[src/rtl/hawk_burst_wr_mngr.sv]
`default_nettype none
// ============================================================================
// hawk_burst_wr_mngr : page-transfer write manager (N lines + metadata line),
// decoupled AW/W with bounded outstanding writes and B error tracking.
// Option macro: HAWK_WR_MNGR_DUMMY_DATA_EN. Revision 1.0
// ============================================================================
module hawk_burst_wr_mngr #(
    parameter int ADDR_W          = 64,
    parameter int DATA_W          = 512,
    parameter int LEN_W           = 7,
    parameter int LINES_PER_PAGE  = 64,
    parameter int MAX_OUTSTANDING = 4,
    parameter int MD_W            = 496
) (
    input  logic                clk_i,
    input  logic                rst_ni,
    input  logic                job_valid_i,
    output logic                job_ready_o,
    input  logic                job_mode_i,
    input  logic [ADDR_W-1:0]   job_addr_i,
    input  logic [LEN_W-1:0]    job_nlines_i,
    input  logic [ADDR_W-1:0]   job_md_addr_i,
    input  logic [MD_W-1:0]     job_md_data_i,
    input  logic                src_valid_i,
    output logic                src_ready_o,
    input  logic [DATA_W-1:0]   src_data_i,
    output logic                awvalid_o,
    input  logic                awready_i,
    output logic [ADDR_W-1:0]   awaddr_o,
    output logic                wvalid_o,
    input  logic                wready_i,
    output logic [DATA_W-1:0]   wdata_o,
    output logic [DATA_W/8-1:0] wstrb_o,
    input  logic                bvalid_i,
    input  logic [1:0]          bresp_i,
    output logic                bready_o,
    output logic                done_o,
    output logic                err_o,
    output logic                busy_o,
    output logic [2:0]          state_o
);
    localparam int                 STRB_W  = DATA_W / 8;
    localparam logic [STRB_W-1:0]  MD_STRB = {STRB_W{1'b1}} >> (STRB_W - MD_W / 8);
    localparam logic [3:0]         MAX_OUT = 4'(MAX_OUTSTANDING);

    typedef enum logic [2:0] {
        S_IDLE    = 3'd0,
        S_DATA    = 3'd1,
        S_DRAIN   = 3'd2,
        S_MD_ADDR = 3'd3,
        S_MD_WAIT = 3'd4,
        S_DONE    = 3'd5
    } state_t;

    state_t              state;
    logic                mode;
    logic [ADDR_W-1:0]   base;
    logic [ADDR_W-1:0]   md_addr;
    logic [MD_W-1:0]     md_data;
    logic [LEN_W-1:0]    nlines;
    logic [LEN_W-1:0]    aw_idx;
    logic [LEN_W-1:0]    w_idx;
    logic [3:0]          outstanding;
    logic                md_aw_done;
    logic                md_w_done;

    logic                aw_fire, w_fire, b_fire, b_take;
    logic [3:0]          out_next;
    logic [LEN_W-1:0]    aw_idx_next, w_idx_next, w_loaded, job_n;
    logic                w_load_ok, w_load, job_accept;
    logic [DATA_W-1:0]   line_data;
    logic [ADDR_W-1:0]   job_base;

    assign aw_fire     = awvalid_o & awready_i;
    assign w_fire      = wvalid_o & wready_i;
    assign b_fire      = bvalid_i & bready_o;
    // A B beat with nothing outstanding is dropped rather than underflowing
    assign b_take      = b_fire && (outstanding != 4'd0);
    assign out_next    = outstanding + 4'(aw_fire) - 4'(b_take);
    assign aw_idx_next = aw_idx + LEN_W'(aw_fire);
    assign w_idx_next  = w_idx + LEN_W'(w_fire);
    assign w_loaded    = w_idx + LEN_W'(wvalid_o);
    assign w_load_ok   = (state == S_DATA) && (!wvalid_o || wready_i) && (w_loaded < aw_idx);
    assign job_accept  = job_valid_i && job_ready_o;
    assign job_n       = job_mode_i ? job_nlines_i : LEN_W'(LINES_PER_PAGE);
    assign job_base    = job_addr_i & ~ADDR_W'(64'h3F);

`ifdef HAWK_WR_MNGR_DUMMY_DATA_EN
    logic unused_src;
    assign unused_src  = ^{src_valid_i, src_data_i};
    assign src_ready_o = 1'b0;
    assign w_load      = w_load_ok;
    assign line_data   = mode ? {(DATA_W/16){16'h1234}} : {(DATA_W/16){16'hF0F0}};
`else
    assign src_ready_o = w_load_ok;
    assign w_load      = w_load_ok && src_valid_i;
    assign line_data   = src_data_i;
`endif

    assign busy_o   = (state != S_IDLE);
    assign bready_o = busy_o;
    assign done_o   = (state == S_DONE);
    assign state_o  = state;

    always_ff @(posedge clk_i or negedge rst_ni) begin
        if (!rst_ni) begin
            state       <= S_IDLE;
            job_ready_o <= 1'b0;
            mode        <= 1'b0;
            base        <= '0;
            md_addr     <= '0;
            md_data     <= '0;
            nlines      <= '0;
            aw_idx      <= '0;
            w_idx       <= '0;
            outstanding <= '0;
            md_aw_done  <= 1'b0;
            md_w_done   <= 1'b0;
            awvalid_o   <= 1'b0;
            awaddr_o    <= '0;
            wvalid_o    <= 1'b0;
            wdata_o     <= '0;
            wstrb_o     <= '0;
            err_o       <= 1'b0;
        end else begin
            outstanding <= out_next;
            aw_idx      <= aw_idx_next;
            w_idx       <= w_idx_next;
            if (b_fire && (bresp_i != 2'b00)) begin
                err_o <= 1'b1;
            end
            case (state)
                S_IDLE: begin
                    job_ready_o <= !job_accept;
                    if (job_accept) begin
                        mode        <= job_mode_i;
                        base        <= job_base;
                        md_addr     <= job_md_addr_i;
                        md_data     <= job_md_data_i;
                        nlines      <= job_n;
                        aw_idx      <= '0;
                        w_idx       <= '0;
                        outstanding <= '0;
                        md_aw_done  <= 1'b0;
                        md_w_done   <= 1'b0;
                        err_o       <= 1'b0;
                        awvalid_o   <= 1'b1;
                        if (job_n == '0) begin
                            awaddr_o <= job_md_addr_i;
                            wvalid_o <= 1'b1;
                            wdata_o  <= DATA_W'(job_md_data_i);
                            wstrb_o  <= MD_STRB;
                            state    <= S_MD_ADDR;
                        end else begin
                            awaddr_o <= job_base;
                            state    <= S_DATA;
                        end
                    end
                end
                S_DATA: begin
                    if (!awvalid_o || aw_fire) begin
                        awvalid_o <= (aw_idx_next < nlines) && (out_next < MAX_OUT);
                        awaddr_o  <= base + (ADDR_W'(aw_idx_next) << 6);
                    end
                    if (w_load) begin
                        wvalid_o <= 1'b1;
                        wdata_o  <= line_data;
                        wstrb_o  <= '1;
                    end else if (w_fire) begin
                        wvalid_o <= 1'b0;
                    end
                    if (w_idx_next == nlines) begin
                        state <= S_DRAIN;
                    end
                end
                S_DRAIN: begin
                    if (out_next == 4'd0) begin
                        awvalid_o <= 1'b1;
                        awaddr_o  <= md_addr;
                        wvalid_o  <= 1'b1;
                        wdata_o   <= DATA_W'(md_data);
                        wstrb_o   <= MD_STRB;
                        state     <= S_MD_ADDR;
                    end
                end
                S_MD_ADDR: begin
                    if (aw_fire) begin
                        awvalid_o  <= 1'b0;
                        md_aw_done <= 1'b1;
                    end
                    if (w_fire) begin
                        wvalid_o  <= 1'b0;
                        md_w_done <= 1'b1;
                    end
                    if ((md_aw_done || aw_fire) && (md_w_done || w_fire)) begin
                        state <= S_MD_WAIT;
                    end
                end
                S_MD_WAIT: begin
                    if (out_next == 4'd0) begin
                        state <= S_DONE;
                    end
                end
                S_DONE: begin
                    job_ready_o <= 1'b1;
                    state       <= S_IDLE;
                end
                default: begin
                    state <= S_IDLE;
                end
            endcase
        end
    end
endmodule
`default_nettype wire

[config.mk]
export PLATFORM = sky130hd
export DESIGN_NAME = hawk_burst_wr_mngr
export DESIGN_NICKNAME = d
export VERILOG_FILES = /design/src/rtl/hawk_burst_wr_mngr.sv
export SDC_FILE = /design/constraint.sdc
export NUM_CORES = 2
export LEC_CHECK = 0
export BUFFER_PORTS_ARGS = -buffer_cell sky130_fd_sc_hd__clkbuf_2
export CAP_MARGIN = 20
export CORE_AREA = 3 3 711 713
export DETAILED_ROUTE_END_ITERATION = 6
export DIE_AREA = 0 0 714 716
export PLACE_DENSITY = 0.3
export RECOVER_POWER = 25
export SLEW_MARGIN = 20
export SYNTH_ARGS = -nofsm -noshare
export SYNTH_HDL_FRONTEND = slang
export SYNTH_SLANG_ARGS = --single-unit
[constraint.sdc]
create_clock -name clk_i -period 4.45 [get_ports clk_i]
set_input_delay 0.2225 -clock clk_i [delete_from_list [all_inputs] [get_ports clk_i]]
set_output_delay 0.2225 -clock clk_i [all_outputs]
set_load 0.005 [all_outputs]
==> out/qor.csv <==
metric;value;unit
vias per cell;4.07;
die area;511000;um2
post-route ant nets;0;
max cap viols;3;
CTS Root Cell;clkbuf_16;
Post-synth EDFFs;0;
final wirelength;449000;um
final net count;12000;
Initial Utilization;0.136;
DRT Pass-1 Iters;6;
Synthesis Warnings;0;
RSZ-0062 raised after global routing;no;
Via Count;71800;
I/O Buffers;1797;
Die Span X;714;um
Static Leak;48.1;nW
Slew @ Worst Pin;2.62;ns
Startpoint Class;register;
Synth top cells by count;2,505 x nand2_1, 1,230 x dfrtp_1, 624 x a21oi_1;
synthesized instance count;8128;
total track usage;0.168;
Synth Net Count;9314;
antenna violations before repair;109;
WP data arrival;4.90;ns
final hold vios;0;
DRC errors left;0;
Boundary Pins;1804;
CTS H-tree lvls;4;
Cell Area, Placed;84700;um2
sequential share of the synthesized area;0.453;
area delta synth->final;50.2;%
layout cells sized above 1;0.212;
Peak VDD IR;0.589;mV
Max Fclk;0.241;GHz
crit path kind;register to register;
Core Area;500000;um2
pwr/cell area;781;nW/um2
Reg clk slew, reported paths;0.05;ns
clk sinks;1230;
CTS tree;done;
clk buf depth;4;
Yosys top cell area share;0.453;
most common cell in the synthesized netlist;nand2_1;
critical path peak fanout;67;
failing checks;capacitance limit, slew limit;
Routed WL per cell;25.4;um
synthesis-stage register bit count;1230;
Overflow after GRT;0;
part of the cycle the worst path needs;0.932;
ys flop type;dfrtp_1;
Synth Cell Area;67900;um2
final design utilization;0.204;
Worst setup EP type;register;
count of cell types in the netlist;60;
Max-slew headroom;-0.748;
Finished Cell Area;102000;um2
num rows;260;
vias in the first global route;72700;
status;finished with violations;
Die Y;716;um
First DRT Iteration DRCs;4817;
largest cells by area after synthesis;dfrtp_1 45%, nand2_1 14%, mux2i_1 7.4%;
Post-synth ARST share;1.00;
worst skew pair latency;0.86;ns
number of buffers created by CTS;177;
first-pass GRT wire length;614000;um
Final Max Slew Viols;69;
hpwl dp;337000;um
mean post-synth cell area;8.35;um2
worst hold path type;input pin to register;
Final setup viols;0;
Tmin final;4.15;ns
CP required;5.21;ns
largest net degree at the start of global routing;191;
RePlAce Congestion;0.836;
clk_skew;0.0673;ns
post-synth top area cell;dfrtp_1;
-- area by class of cell --
type,count,area (um2)
fill,56200,398000
multi-input combinational,5663,31900
sequential,1230,30800
timing repair buffer,3190,23100
tap,6681,8360
clock buffer,254,5120
inverter,525,1980
clock inverter,42,607
antenna,55,138
-- registers in the layout, indices dropped and copies added (netlist names) --
register / flops
awaddr_o: 64
outstanding: 4
aw_idx: 7
wdata_o: 512
err_o: 1
md_data: 496
md_w_done: 1
state_o: 3
wstrb_o: 2
job_ready_o: 1
base: 58
md_addr: 64
wvalid_o: 1
nlines: 7
awvalid_o: 1
md_aw_done: 1
w_idx: 7
-- logic make-up after synthesis --
group / Yosys count / share of synthesized area
mux: 506 / 0.0746
fa+ha+maj: 33 / 0.00630
xor+xnor: 46 / 0.00593
buf+inv: 1235 / 0.0784
flops: 1230 / 0.453
simple gates: 2760 / 0.158
compound gates: 2318 / 0.223
-- stage by stage --
step	hold WS, ns	setup TNS [ns]	std cells	total power [mW]	setup slack (ns)
6_report	0.0628	0	17600	79.7	0.302
5_1_grt	0.0273	0	17600	85.6	0.0622
4_1_cts	0.00275	0	17600	81.4	0.0514
3_5_place_dp	0.290	-1.39	16100	65.2	-0.0427
3_3_place_gp	0.290	-0.195	16100	65.1	-0.0143
2_1_floorplan	-0.0731	0	8128	43.9	0.354
-- critical path, stage by stage, from the launching register on --
cell,delay (ns)
dfrtp_4,0.41
buf_4,0.51
buf_4,0.57
buf_4,0.64
buf_4,0.84
a22o_1,0.28
nand2_1,0.05
o21ai_0,0.11
a21oi_1,0.18
mux2i_1,0.27
-- cells in the final DEF (no fill, tap or decap), types with 39 or more instances in the layout --
cell type	instances
a22oi_1	502
inv_1	524
dfrtp_1	1227
clkbuf_1	52
nand3_1	39
clkbuf_16	180
buf_4	158
a31oi_1	39
nor2_1	94
a22o_1	513
diode_2	55
clkbuf_2	1800
nand2_1	2505
o21ai_0	550
dlygate4sd3_1	1147
a21oi_1	623
mux2i_1	504
buf_12	65
-- worst paths after layout --
check | start | endpoint | slack (ns) | cells past startpoint
min reg2reg | wstrb_o[61] | wstrb_o[61] | 0.46 | 1
min | job_valid_i | base[10] | 0.06 | 4
max reg2reg | state_o[0] | wdata_o[69] | 0.30 | 9
max | state_o[0] | wdata_o[69] | 0.30 | 9
max in group asynchronous | rst_ni | md_data[443] | 0.47 | 4
min in group asynchronous | rst_ni | md_addr[46] | 1.35 | 3
-- power breakdown --
part / total, mW / internal (mW) / switching (mW)
Sequential: 20.8 / 16.8 / 4.02
Combinational: 44.3 / 15.8 / 28.5
Clock: 14.6 / 8.50 / 6.09
Total: 79.7 / 41.1 / 38.6
-- layer usage --
| metal | share of wire | up-vias | GRT usage |
|---|---|---|---|
| met1 | 0.42 | 36000 | 0.210 |
| li1 | - | 33100 | - |
| met5 | 0.00020 | - | 0 |
| met3 | 0.051 | 634 | 0.0332 |
| met4 | 0.040 | 14 | 0.0573 |
| met2 | 0.49 | 2087 | 0.288 |
-- repair_timing --
item | in CTS | in global routing
setup endpoints to repair | 211 | 237
gates cloned | 0 | 0
pin swaps | 0 | 2
resized for setup | 4 | 0
hold buffers | 1148 | 0
endpoints found under the hold margin | 1847 | 0
setup buffers | 0 | 3
Note: power is estimated with default switching activity, not from simulation.
